**src/rtl/fifo_arb_pkg.sv**
```systemverilog
// Shared types for the FIFO write-port arbiter.
package fifo_arb_pkg;

  typedef enum logic [1:0] {IDLE, BURST, FLUSH} arb_state_t;

  // Index width for n producers, never below one bit.
  function automatic int grant_idx_w(input int n);
    return (n > 1) ? $clog2(n) : 1;
  endfunction

endpackage

```
**src/rtl/rr_pick.sv**
```systemverilog
// Round-robin picker: first valid requester at or after rr_ptr, wrapping.
module rr_pick
  import fifo_arb_pkg::*;
#(
  parameter int NUM_REQ = 4,
  parameter int IDW     = grant_idx_w(NUM_REQ)
) (
  input  logic [NUM_REQ-1:0] req_valid,
  input  logic [IDW-1:0]     rr_ptr,
  output logic [IDW-1:0]     pick_id,
  output logic               pick_vld
);

  logic [IDW-1:0] cand;

  // Scan from the farthest offset down so the nearest valid wins.
  always_comb begin
    pick_id  = '0;
    pick_vld = 1'b0;
    cand     = '0;
    for (int k = NUM_REQ - 1; k >= 0; k--) begin
      cand = IDW'((int'(rr_ptr) + k) % NUM_REQ);
      if (req_valid[cand]) begin
        pick_id  = cand;
        pick_vld = 1'b1;
      end
    end
  end

endmodule

```
**src/rtl/fifo_wr_arbiter.sv**
```systemverilog
// Round-robin arbiter sharing the async FIFO write port among producers,
// with bounded bursts and flush sequencing.
//
// state | meaning
// IDLE  | no grant; pick next producer or start a pending flush
// BURST | granted producer streams beats until last or burst cap
// FLUSH | one-cycle wr_enable + flush pulse to the FIFO
module fifo_wr_arbiter
  import fifo_arb_pkg::*;
#(
  parameter int NUM_REQ    = 4,
  parameter int DATA_WIDTH = 8,
  parameter int BURST_MAX  = 4
) (
  input  logic                              w_clk,
  input  logic                              wresetn,
  input  logic [NUM_REQ-1:0]                req_valid,
  input  logic [NUM_REQ-1:0]                req_last,
  input  logic [NUM_REQ*DATA_WIDTH-1:0]     req_data,
  output logic [NUM_REQ-1:0]                req_ready,
  input  logic                              flush_req,
  output logic                              flush_done,
  input  logic                              fifo_full,
  output logic                              wr_enable,
  output logic                              flush,
  output logic [DATA_WIDTH-1:0]             wr_data,
  output logic [grant_idx_w(NUM_REQ)-1:0]   grant_id,
  output logic                              busy
);

  localparam int IDW  = grant_idx_w(NUM_REQ);
  localparam int CNTW = $clog2(BURST_MAX) + 1;

  arb_state_t      state, state_nxt;
  logic [IDW-1:0]  rr_ptr;
  logic [IDW-1:0]  pick_id;
  logic            pick_vld;
  logic [CNTW-1:0] beat_cnt;
  logic            flush_pend;
  logic            flush_go;
  logic            g_valid;
  logic            g_last;
  logic [DATA_WIDTH-1:0] g_data;
  logic            beat;
  logic            burst_end;

  rr_pick #(
    .NUM_REQ (NUM_REQ),
    .IDW     (IDW)
  ) u_rr_pick (
    .req_valid (req_valid),
    .rr_ptr    (rr_ptr),
    .pick_id   (pick_id),
    .pick_vld  (pick_vld)
  );

  assign g_valid   = req_valid[grant_id];
  assign g_last    = req_last[grant_id];
  assign g_data    = req_data[int'(grant_id)*DATA_WIDTH +: DATA_WIDTH];
  assign beat      = (state == BURST) && g_valid && !fifo_full;
  assign burst_end = beat && (g_last || (beat_cnt == CNTW'(BURST_MAX - 1)));
  // A same-cycle flush_req in IDLE counts, so the flush lands one cycle later.
  assign flush_go  = flush_pend || flush_req;
  assign busy      = (state != IDLE);

  always_comb begin
    state_nxt  = state;
    req_ready  = '0;
    wr_enable  = 1'b0;
    flush      = 1'b0;
    flush_done = 1'b0;
    wr_data    = '0;
    unique case (state)
      IDLE: begin
        if (flush_go)      state_nxt = FLUSH;
        else if (pick_vld) state_nxt = BURST;
      end
      BURST: begin
        req_ready[grant_id] = !fifo_full;
        wr_enable           = beat;
        wr_data             = g_data;
        if (burst_end) state_nxt = IDLE;
      end
      FLUSH: begin
        wr_enable  = 1'b1;
        flush      = 1'b1;
        flush_done = 1'b1;
        state_nxt  = IDLE;
      end
      default: state_nxt = IDLE;
    endcase
  end

  always_ff @(posedge w_clk or negedge wresetn) begin
    if (!wresetn) begin
      state      <= IDLE;
      rr_ptr     <= '0;
      grant_id   <= '0;
      beat_cnt   <= '0;
      flush_pend <= 1'b0;
    end else begin
      state <= state_nxt;
      if (state == FLUSH)  flush_pend <= 1'b0;
      else if (flush_req)  flush_pend <= 1'b1;
      if (state == IDLE && !flush_go && pick_vld) begin
        grant_id <= pick_id;
        beat_cnt <= '0;
      end else if (beat) begin
        beat_cnt <= beat_cnt + CNTW'(1);
      end
      if (burst_end)
        rr_ptr <= (grant_id == IDW'(NUM_REQ - 1)) ? '0 : grant_id + IDW'(1);
    end
  end

endmodule

```
**config.mk**
```make
export PLATFORM = sky130hd
export DESIGN_NAME = fifo_wr_arbiter
export DESIGN_NICKNAME = d
export VERILOG_FILES = /design/src/rtl/fifo_arb_pkg.sv /design/src/rtl/rr_pick.sv /design/src/rtl/fifo_wr_arbiter.sv
export SDC_FILE = /design/constraint.sdc
export NUM_CORES = 1
export LEC_CHECK = 0
export ABC_AREA = 1
export BUFFER_PORTS_ARGS = -buffer_cell sky130_fd_sc_hd__clkbuf_2
export CORE_MARGIN = 2
export CORE_UTILIZATION = 51
export CTS_BUF_LIST = sky130_fd_sc_hd__clkbuf_2
export CTS_CLUSTER_DIAMETER = 100
export DETAILED_ROUTE_END_ITERATION = 10
export GPL_TIMING_DRIVEN = 0
export PLACE_DENSITY = 0.88
export SLEW_MARGIN = 25
export SYNTH_ARGS = -nofsm -noshare
export SYNTH_HDL_FRONTEND = slang
export SYNTH_SLANG_ARGS = --single-unit
```
**constraint.sdc**
```tcl
create_clock -name w_clk -period 4.45 [get_ports w_clk]
set_input_delay 0.2225 -clock w_clk [delete_from_list [all_inputs] [get_ports w_clk]]
set_output_delay 0.2225 -clock w_clk [all_outputs]
set_load 0.05 [all_outputs]
```
## Word level (Yosys, flattened, before mapping)

Index checks and enable logic that the tools add are counted.

- Register bits: 10
- Input port bits: 44
- Output and inout bits: 18
- Word-level logic and storage cells: 74

- $add $sub $neg: 5
- $lt $le $gt $ge: 6
- Equality and inequality tests: 6
- Shift operators: 1
- Muxes and demuxes: 35
- Bitwise gates (word level): 1
- Reductions and logical operators: 15

Operators by type and width:

| cell | number |
|---|---|
| indexed part select 32 x 6 -> 8 bit | 1 |
| 2-to-1 mux 2 bit | 8 |
| < comparator 2 x 3 -> 1 bit, second input constant | 5 |
| 2-to-1 mux 1 bit | 14 |
| binary-select mux 1 bit (select 2 bit) | 6 |
| 2-to-1 mux 8 bit | 1 |
| logical AND 1 bit | 6 |
| 2-to-1 mux 3 bit | 2 |
| nonzero test 2 bit | 3 |
| adder 2 x 1 -> 2 bit, second input constant | 2 |
| adder 2 bit, second input constant | 2 |
| bitwise AND 4 bit | 1 |
| == test 2 bit, second input constant | 2 |
| 2-to-1 mux 4 bit | 1 |
| case mux 2 bit (2 select lines) | 1 |
| adder 3 x 1 -> 3 bit, second input constant | 1 |
| == test 3 x 2 -> 1 bit, second input constant | 1 |
| inequality test 3 bit, second input constant | 1 |
| demux 1 bit (select 2 bit) | 1 |
| == test 2 x 1 -> 1 bit, second input constant | 1 |
| greater-or-equal comparator 2 x 1 -> 1 bit, second input constant | 1 |
| logical NOT 1 bit | 2 |
| logical NOT 2 bit | 1 |
| logical OR 1 bit | 2 |
| 3 further kinds | 3 |

## Logic depth before layout (Yosys ltp)

Gate-level depths: netlist of run 1.

- Depth after elaboration: 10
- Mapped depth: 12
- Gate-level depth less buffers: 11

## Hierarchy

From an unflattened synthesis of run 1, not the netlist that was laid out.

- Cells, all modules: 202
- Area total of the unflattened synthesis: 1216.2 µm²

Modules (own cells, without submodules):

| module | instances | cells each | area each (µm²) | seq. area each (µm²) |
|---|---|---|---|---|
| fifo_wr_arbiter | 1 | 158 | 1001.0 | 250.2 |
| rr_pick | 1 | 44 | 215.2 | 0.0 |

## Worst setup path after synthesis of run 1

No wires, ideal clock.

- Kind: flip-flop to output port
- From: register grant_id[0]
- To: output wr_enable
- Data arrival time: 2376 ps
- Data required time: 4228 ps
- Setup slack: 1852 ps
- Stages on the path, launching flop included: 7
- Path buffers: 1
- Cell sequence: dfrtp_1 -> buf_6 -> a21oi_1 -> o21ai_0 -> nand2_1 -> nand2_1 -> a21boi_0

- Longest elaborated chain between the ends: 5

RTL lines:

| item | RTL line | text |
|---|---|---|
| start: declaration | fifo_wr_arbiter.sv:27 | `output logic [grant_idx_w(NUM_REQ)-1:0] grant_id,` |
| start signal: assignment | fifo_wr_arbiter.sv:106 | `grant_id <= pick_id;` |
| binary-select mux 1 bit (select 2 bit) | fifo_wr_arbiter.sv:57 | `assign g_valid = req_valid[grant_id];` |
| 2-to-1 mux 1 bit (implied by the code) | fifo_wr_arbiter.sv:57 |  |
| logical AND 1 bit (2 in a row) | fifo_wr_arbiter.sv:60 | `assign beat = (state == BURST) && g_valid && !fifo_full;` |
| case mux 1 bit (2 select lines) | fifo_wr_arbiter.sv:73 | `unique case (state)` |
| end: declaration | fifo_wr_arbiter.sv:24 | `output logic wr_enable,` |

No other way between the ends. The select of a mux whose other input is x is not followed.

## Worst setup path in the final report of run 1

- From: register state[1]
- To: output wr_enable

- Longest elaborated chain between the ends: 4
- Elaborated cells between the ends (all ways): 5
- Classes of those cells: eq/ne (2); mux (1); reduce/logical (2)

RTL lines:

| item | RTL line | text |
|---|---|---|
| start: declaration | fifo_wr_arbiter.sv:34 | `arb_state_t state, state_nxt;` |
| start signal: assignment | fifo_wr_arbiter.sv:102 | `state <= state_nxt;` |
| == test 2 x 1 -> 1 bit | fifo_wr_arbiter.sv:60, fifo_wr_arbiter.sv:73 |  |
| logical AND 1 bit (2 in a row) | fifo_wr_arbiter.sv:60 |  |
| case mux 1 bit (2 select lines) (*) | fifo_wr_arbiter.sv:73 |  |

Mark *: on every way between the ends. The rest lies on a longest branch, timed or not.

==> results.md, run 1 <==
- Layout cells sized above 1: 0.351
- R2R setup slack: 2.63 ns
- Area Overhead vs Synth: 29.1%
- CTS tree: done
- Synth Flop Type: dfrtp_1
- Starting Density: 0.551
- WS Path Type: register to output pin
- Fin crit period: 2.33 ns
- Final Max Slew Viols: 0
- Setup bufs post-CTS: 0
- Max rail drop VDD: 0.000518 V
- Largest cells by area after synthesis: dfrtp_1, nand2_1, nor2_1
- Crit path buffers/inverters: 3
- Top cell type's share of synthesized area: 0.200
- DP Wirelength: 2590 um
- FF+latch count, synth: 10
- CTS Buffer Depth: 2
- Worst-Skew Late Latency: 0.25 ns
- Drt via density: 4.84
- Fraction of registers with async set or reset after synthesis: 1.00
- Vias: 1,448
- # hold bufs at CTS: 1
- Post-route DRC: 0
- Critical path cell sequence: inv_1 -> ha_1 -> clkinv_1 -> nor2_2 -> nand2_1 -> a21boi_0 -> clkbuf_2
- Layout Utilization: 0.711
- First-pass GRT wire length: 4820 um
- Row count: 17
- Delay-heaviest family, CP: buffers and inverters
- N_diodes: 0
- Die Y: 53.6 um
- Yosys cell types: 28
- Most common cell in the netlist: nand2_1
- Highest cell delay on the worst timing path: 0.41 ns
- Critical path capture point type: output pin
- Largest net degree at the start of global routing: 12
- Synthesized net count: 259
- FMAX: 430 MHz
- Port bufs: 61
- Post-DRT Antenna Nets: 0
- Worst Tran Pin Value: 0.409 ns
- DR iter-0 viols: 25
- First-pass DRT Iterations: 4
- Skew final: 0.00638 ns
- H-tree depth: 1
- Largest area contributor in the netlist: dfrtp_1
- Core Region: 2280 um^2
- Final worst path period share: 0.523
- Worst Setup Start Kind: register
- Placement Cell Area: 1590 um^2
- Leakage dissipation: 0.000944 uW
- Fin. Hold Viols: 0
- Synth top cells by count: nand2_1, nor2_1, inv_1
- Clock root cell: clkbuf_2
- Multi-input gate area: 840 um^2
- Place WS: 2.39 ns
- Final Cell Area: 1620 um^2
- Register area: 250 um^2
- Crit Path Max Fanout: 9
- Slew Limit Headroom: 0.727
- Max cap viols: 0
- Number of global-route vias before repair: 1,176
- Synth Area per Inst: 6.09 um^2
- Seq/Total Area, Yosys: 0.200
- Status: complete, no violations
- Final wirelength: 3180 um
- CP max stage cell: dfrtp_1
- Final setup margin: 2.12 ns
- RSZ-0062 raised after global routing: no
- GRT Resource Usage Total: 0.224
- DR WL/cell: 10.6 um
- Fin Setup TNS: 0 ns
- Die W: 53.6 um
- Post-Synthesis Cell Area: 1250 um^2
- IO Pins: 62
- Resize count post-CTS: 0
- Arrival @ worst endpoint: 2.10 ns
- Die area: 2870 um^2
- GPL Wtd Cong: 0.840
- Total CTS buffers: 3
- Total gr overflow: 0
- Final setup fails: 0
- Mapped Cells: 206
- Final net count: 326
- Power density cells: 648 nW/um^2
- Reg clk slew, reported paths: 0.09 ns
- Yosys warns: 0
- Final-layout fill cell count: 219
- Initial antenna violation count: 0
- Worst min path class: primary input to register
- CP Data Required Time: 4.23 ns
- Clk sink count: 10
- Post-synth EDFFs: 0
kinds of logic after synthesis:
| group | count (synthesis) | synth area share |
|---|---|---|
| adders and majority gates | 9 | 0.0898 |
| and+or+nand+nor | 115 | 0.409 |
| DFF | 10 | 0.200 |
| xor gates and xnor gates | 1 | 0.00699 |
| AOI/OAI and AO/OA | 37 | 0.164 |
| buffers and inverters | 34 | 0.131 |
tightest hold or removal path, stage by stage:
cell and delay (ns):
clkbuf_2 0.08, nor2_1 0.04, nor2_1 0.07
placed cells by master (no fill, tap or decap), types with 2 or more instances in the layout:
cell type / Yosys / routed
clkbuf_2: 0 / 64
nand2_1: 46 / 46
nor2_1: 41 / 41
inv_1: 21 / 21
o21ai_0: 19 / 19
a21oi_1: 12 / 12
nand2_2: 12 / 12
dfrtp_1: 10 / 10
nand3_1: 9 / 9
ha_1: 9 / 9
inv_2: 4 / 4
buf_6: 3 / 3
buf_2: 2 / 2
nor2_2: 2 / 2
and2_1: 2 / 2
area by class of cell:
class                           count  area share
Clock buffer                        3     0.00927
Timing Repair Buffer               62       0.195
Sequential cell                    10       0.155
Buffer                              7      0.0340
Tap cell                           28      0.0216
Inverter                           27      0.0672
Multi-Input combinational cell    162       0.519
final timing paths:
kind / from / endpoint / depth (start not counted)
min in group asynchronous: wresetn / state[0] / 2
min reg2reg: flush_pend / flush_pend / 2
min: flush_req / flush_pend / 3
max: state[1] / wr_enable / 7
max in group asynchronous: wresetn / grant_id[0] / 2
max reg2reg: state[1] / state[0] / 9
power by group:
group          switching (uW)  internal (uW)
Clock                    28.3           18.4
Sequential               33.2            126
Combinational             577            266
stage by stage:
step | hold WS (ns) | power, uW | instances
2_1_floorplan | -0.0731 | 840 | 206
6_report | 0.200 | 1050 | 299
5_1_grt | 0.237 | 1150 | 299
3_5_place_dp | 0.104 | 1000 | 295
4_1_cts | 0.199 | 1050 | 299
3_3_place_gp | 0.101 | 987 | 295
state kept, by name, indices dropped and copies added, names as in the netlist:
name	count
beat_cnt	3
grant_id	2
rr_ptr	2
state	2
flush_pend	1
layer usage:
layer  GRT usage  vias to the layer above  part of all wire
li1            -                      773                 -
met1       0.269                      623              0.45
met2       0.420                       49              0.47
met3      0.0389                        3             0.078
met4      0.0385                        0            0.0057
met5           0                        -                 0
No activity file was read; power rests on OpenSTA's default activity.
==> run 2, diff against run 1 <==
Settings changed: ABC_AREA 1 to 0, CORE_UTILIZATION 51 to 44, PLACE_DENSITY 0.88 to 0.81.
Clock period 4.45 ns to 2.3 ns, I/O delays scaled along.
==> run 2 against run 1 <==
Net effect: final cell count fell by 36%; critical endpoint is now wr_data[2]; highest routed layer unchanged; synthesized cell count decreased by 52%; non-clock buffer count decreased by 2.
==> results.md, run 2 <==
- Total gr overflow: 0 (unchanged)
- Synth Flop Type: dfrtp_1
- Vias: 999 (-31%)
- RSZ-0062 raised after global routing: no
- Largest family of logic cells by synthesized area: multiplexers
- Starting Density: 0.463 (-0.0876)
- Xor-xnor portion of the synthesized cell area: 0.00855 (+0.00156)
- CP Data Required Time: 2.18 ns (-2.05 ns)
- Core Region: 2210 um^2 (-2.8%)
- Row count: 17 (unchanged)
- Max cap viols: 0 (unchanged)
- Final setup margin: 0.135 ns (-1.99 ns)
- Final Max Slew Viols: 0 (unchanged)
- First-pass DRT Iterations: 4 (unchanged)
- Largest net degree at the start of global routing: 11 (-1)
- Leakage dissipation: 0.000729 uW (-23%)
- Dpl cells: 187 (-37%)
- Clk sink count: 10 (unchanged)
- Synthesized net count: 151 (-42%)
- DP Wirelength: 2130 um (-17%)
- Post-synth EDFFs: 0 (unchanged)
- Synth Area per Inst: 10.5 um^2 (+72%)
- Die W: 52.3 um (-2.5%)
- Largest cells by area after synthesis: dfrtp_1, mux4_2, ha_1
- Most common cell in the netlist: and2_1
- Top cell type's share of synthesized area: 0.244 (+0.0446)
- Die Y: 52.3 um (-2.5%)
- Worst Tran Pin Value: 0.662 ns (+0.253 ns)
- Fin Setup TNS: 0 ns (unchanged)
- Layout cells sized above 1: 0.500 (+0.149)
- Worst Setup Start Kind: register
- Worst-Skew Late Latency: 0.24 ns (about the same)
- Post-Synth Adder-Cell Area: 0.110 (+0.0201)
- Post-DRT Antenna Nets: 0 (unchanged)
- N_diodes: 0 (unchanged)
- Yosys cell types: 33 (+18%)
- Drt via density: 5.20 (+7.4%)
- Max rail drop VDD: 0.000612 V (+18%)
- Mapped Cells: 98 (-52%)
- Synth top cells by count: and2_1, dfrtp_1, ha_1, mux4_2
- CTS Buffer Depth: 2 (unchanged)
- Reg clk slew, reported paths: 0.11 ns (+0.02 ns)
- Initial antenna violation count: 0 (unchanged)
- Final wirelength: 2450 um (-23%)
- Final setup fails: 0 (unchanged)
- Crit Path Max Fanout: 10 (+1)
- Commonest non-fill, non-tap cell in the layout: clkbuf_2
- GPL Wtd Cong: 0.721 (-14%)
- Met1 usage: 0.205 (-0.0632)
- Largest area contributor in the netlist: dfrtp_1
- Final worst path period share: 0.941
- Number of global-route vias before repair: 914 (-22%)
- Skew final: 0.00601 ns (-0.000365 ns)
- Largest Register: beat_cnt
- DR iter-0 viols: 9 (-64%)
- Area Overhead vs Synth: 36.0%
- IO Pins: 62 (unchanged)
- FMAX: 462 MHz
- DR WL/cell: 12.8 um (+20%)
- Fin crit period: 2.17 ns
- CTS tree: done
- Area fraction in compound gates after synthesis: 0.134 (-0.0294)
- Fin cells: 192 (-36%)
- H-tree depth: 1 (unchanged)
- Total CTS buffers: 3 (unchanged)
- Max reg flops: 3 (unchanged)
- Gr busiest metal: met2
- Port bufs: 61 (unchanged)
- Status: complete, no violations
- Arrival @ worst endpoint: 2.05 ns (-0.05 ns)
- Resize count post-CTS: 0 (unchanged)
- Worst min path class: primary input to register
- Met3 GRT Util: 0.0314 (-0.00746)
- Place WS: 0.403 ns (-1.99 ns)
- Clock root cell: clkbuf_2
- Yosys warns: 0 (unchanged)
- WS Path Type: register to output pin
- GRT Resource Usage Total: 0.180 (-0.0440)
- Slew Limit Headroom: 0.554 (-0.173)
- Post-synthesis mux area share: 0.269 (+0.269)
- Critical path capture point type: output pin
- Fraction of registers with async set or reset after synthesis: 1.00 (unchanged)
- Die area: 2730 um^2 (-4.9%)
- Power density cells: 1030 nW/um^2 (+60%)
- Post-route DRC: 0 (unchanged)
- Met2 usage: 0.329 (-0.0906)
- Fraction of the mapped netlist area in simple logic gates: 0.173 (-0.236)
- FF+latch count, synth: 10 (unchanged)
- Commonest non-fill, non-tap cells in the layout: clkbuf_2, and2_1, dfrtp_1
- Fin. Hold Viols: 0 (unchanged)
- First-pass GRT wire length: 3670 um (-24%)
- Final net count: 218 (-33%)
- Seq/Total Area, Yosys: 0.244 (+0.0446)
- Total power: 1440 uW (+37%)
- Post-Synthesis Cell Area: 1020 um^2 (-18%)
## run 2: cell types whose count changed in the layout (fill, tap and decap cells not counted), sizes merged, moves of 5 or more
| cell | delta |
|---|---|
| nand2 | -56 |
| inv | -18 |
| a21oi | -10 |
| o21ai | -18 |
| and2 | +11 |
| mux4 | +9 |
| mux2i | +5 |
| nor2 | -35 |
| nand3 | -9 |
## run 2: timing repair
item	in CTS	in global routing
buffers inserted	0	0
hold endpoints to repair	10	0
hold buffers	1	0
## run 2: critical path: stages, from the launching register on
cell	delay, ns
dfrtp_1	0.52
buf_2	0.35
mux4_2	0.53
and2_1	0.17
clkbuf_2	0.23
## run 2: where the power goes
group	switching [uW]	internal, uW
Sequential	78.2	247
Clock	59.4	37.8
Combinational	623	396
Total	760	680
## run 2: logic make-up after synthesis
group                    Yosys count
AND/OR/NAND/NOR                   31
AO/OA/AOI/OAI                     18
multiplexers                      16
buffers and inverters             13
flip-flops                        10
adder cells (fa/ha/maj)            9
XOR/XNOR                           1
## run 2: per-layer routing
layer  wire, um  vias up
li1           -      491
met1       1040      462
met2       1170       42
met3        201        4
met4         30        0
met5          0        -
## run 2: area by class of cell
cell class,count,area [um^2]
fill,199,818
clock inverter,1,3.75
multi-input combinational,75,712
clock buffer,3,15.0
sequential,10,250
inverter,8,30.0
tap,28,35.0
timing repair buffer,62,315
buffer,5,32.5
## run 2: final timing paths
path	end	slack [ns]	startpoint	cells past startpoint
min	flush_pend	0.13	flush_req	3
max in group asynchronous	state[0]	1.84	wresetn	2
max	wr_data[2]	0.13	grant_id[0]	4
max reg2reg	rr_ptr[0]	0.45	grant_id[1]	5
min reg2reg	flush_pend	0.52	flush_pend	2
min in group asynchronous	beat_cnt[0]	0.25	wresetn	2
## run 2: stage by stage
stage          hold slack (ns)  utilization  instance area [um^2]
3_3_place_gp           -0.0108        0.617                  1370
4_1_cts                  0.131        0.630                  1390
6_report                 0.132        0.630                  1390
5_1_grt                  0.127        0.630                  1390
3_5_place_dp          -0.00718        0.617                  1370
2_1_floorplan           -0.181            -                  1020
==> run 3, diff against run 2 <==
Settings changed: CORE_UTILIZATION 44 to 48, PLACE_DENSITY 0.81 to 0.95.
Clock period 2.3 ns to 2.5 ns, I/O delays scaled along.
==> run 3 against run 2 <==
Net effect: global-route usage increased by 4.4 points; clock power decreased by 5.1%; clock-buffer cell count unchanged.
==> results.md, run 3 (synthesized netlist as in run 2, its figures left out) <==
- Total gr overflow: 0 (unchanged)
- CP Data Required Time: 2.38 ns (+0.20 ns)
- Initial antenna violation count: 0 (unchanged)
- Post-DRT Antenna Nets: 0 (unchanged)
- Clk sink count: 10 (unchanged)
- DR iter-0 viols: 16 (+7)
- Seq pwr share: 0.223 (-0.003)
- Max rail drop VDD: 0.000663 V (+8.5%)
- R2R setup slack: 0.65 ns (+0.20 ns)
- Critical path capture point type: output pin
- Die W: 50.2 um (-3.9%)
- Worst Tran Pin Value: 0.657 ns (-0.00509 ns)
- First-pass DRT Iterations: 4 (unchanged)
- GRT Resource Usage Total: 0.224 (+0.0436)
- RSZ-0062 raised after global routing: no
- N_diodes: 0 (unchanged)
- Commonest non-fill, non-tap cells in the layout: clkbuf_2, and2_1, dfrtp_1
- DP Wirelength: 2270 um (+6.2%)
- CTS tree: done
- Comb power frac: 0.708 (about the same)
- Layout Utilization: 0.701 (+0.0707)
- Core Region: 1980 um^2 (-10%)
- Power density cells: 959 nW/um^2 (-7.2%)
- Total CTS buffers: 3 (unchanged)
- Resize count post-CTS: 0 (unchanged)
- Die Y: 50.2 um (-3.9%)
- Fin Setup TNS: 0 ns (unchanged)
- H-tree depth: 1 (unchanged)
- Net Sw Power: 710 uW (-6.6%)
- Final Max Slew Viols: 0 (unchanged)
- Largest net degree at the start of global routing: 11 (unchanged)
- Final setup fails: 0 (unchanged)
- Skew final: 0.000738 ns (-0.00527 ns)
- Crit Path Max Fanout: 10 (unchanged)
- RR Startpoint: grant_id[1]
- Status: complete, no violations
- GPL Wtd Cong: 0.825 (+14%)
- Fin. Hold Viols: 0 (unchanged)
- IO Pins: 62 (unchanged)
- Commonest non-fill, non-tap cell in the layout: clkbuf_2
- Starting Density: 0.517 (+0.0538)
- Final worst path period share: 0.893
- Die area: 2520 um^2 (-7.7%)
- Reg clk slew, reported paths: 0.10 ns (about the same)
- Hold Path Origin: flush_req
- Reg2Reg Capture Point: rr_ptr[1]
- Leakage dissipation: 0.000727 uW (-0.22%)
- Final wirelength: 2640 um (+8.0%)
- Area Overhead vs Synth: 35.5%
- Post-route DRC: 0 (unchanged)
- Fin crit period: 2.23 ns
- Worst-Skew Late Latency: 0.27 ns (+0.03 ns)
- CTS Buffer Depth: 2 (unchanged)
- Switching Share: 0.533 (+0.00523)
- Hold EP: flush_pend
- Final net count: 218 (unchanged)
- Layout cells sized above 1: 0.503 (+0.00307)
- WS Path Type: register to output pin
- R2r worst-path depth: 5 (unchanged)
- Hold depth: 3 (unchanged)
- FMAX: 448 MHz
- Largest Register: beat_cnt
- Internal: 622 uW (-8.5%)
- Max cap viols: 0 (unchanged)
- Clock root cell: clkbuf_2
- Number of global-route vias before repair: 999 (+9.3%)
- DR WL/cell: 13.9 um (+9.1%)
- Worst Setup Start Kind: register
- Drt via density: 5.42 (+4.1%)
- Clock network power share: 0.069 (+0.002)
- Worst min path class: primary input to register
- Arrival @ worst endpoint: 2.11 ns (+0.06 ns)
- Vias: 1,029 (+3.0%)
- Port bufs: 61 (unchanged)
- Row count: 16 (-1)
- Slew Limit Headroom: 0.558 (+0.00343)
- First-pass GRT wire length: 4260 um (+16%)
- Max reg flops: 3 (unchanged)
- Setup bufs post-CTS: 0 (unchanged)
[run 3: cell count changes in the layout (fill, tap and decap cells not counted)]
cell	before	now
clkinv_1	1	0
[run 3: power groups by stage]
| stage | combinational (uW) | clock, uW | sequential (uW) |
|---|---|---|---|
| global placement | 918 | 0 | 297 |
| floorplan | 708 | 0 | 335 |
| CTS | 952 | 92.8 | 297 |
| finish | 944 | 92.2 | 297 |
| detailed placement | 945 | 0 | 301 |
| global route | 1030 | 101 | 308 |
[run 3: layer usage]
| metal | global-route usage | vias up | routed length, um |
|---|---|---|---|
| met2 | 0.410 | 50 | 1350 |
| li1 | - | 494 | - |
| met4 | 0.0972 | 0 | 55 |
| met1 | 0.229 | 478 | 956 |
| met3 | 0.0714 | 7 | 281 |
| met5 | 0 | - | 0 |
[run 3: final cells by class]
class	count	area, um^2
buffer	5	32.5
clock buffer	3	15.0
inverter	8	30.0
tap	27	33.8
multi-input combinational	75	712
fill	162	593
sequential	10	250
timing repair buffer	62	315
[run 3: worst max-delay path, cell delays in order, from the launching register on]
cell and delay (ns):
dfrtp_1 0.52, buf_2 0.36, mux4_2 0.55, and2_1 0.18, clkbuf_2 0.23
[run 3: worst max path at each step]
| stage | start | end | cells after the start | slack [ns] |
|---|---|---|---|---|
| 3_3_place_gp | grant_id[0] | wr_data[2] | 4 | 0.59 |
| 4_1_cts | grant_id[0] | wr_data[3] | 4 | 0.26 |
| 6_report | grant_id[0] | wr_data[3] | 4 | 0.27 |
| 5_1_grt | grant_id[0] | wr_data[3] | 4 | 0.17 |
| 2_1_floorplan | grant_id[1] | rr_ptr[1] | 5 | 0.42 |
| 3_5_place_dp | grant_id[0] | wr_data[3] | 4 | 0.56 |
[run 3: what timing repair did]
| item | 4_1_cts | 5_1_grt |
|---|---|---|
| setup endpoints to repair | 0 | 0 |
| hold buffers | 1 | 0 |
| hold endpoints to repair | 10 | 0 |
[run 3: per-stage QoR]
step	worst slack (ns)	std cells	power [uW]	cell area (um^2)	hold WS [ns]
after CTS	0.257	190	1340	1390	0.117
after global routing	0.168	190	1440	1390	0.121
after floorplan	0.424	98	1040	1020	-0.171
after detailed placement	0.564	186	1250	1360	0.0156
final	0.267	190	1330	1390	0.110
after global placement	0.591	186	1220	1360	0.00888
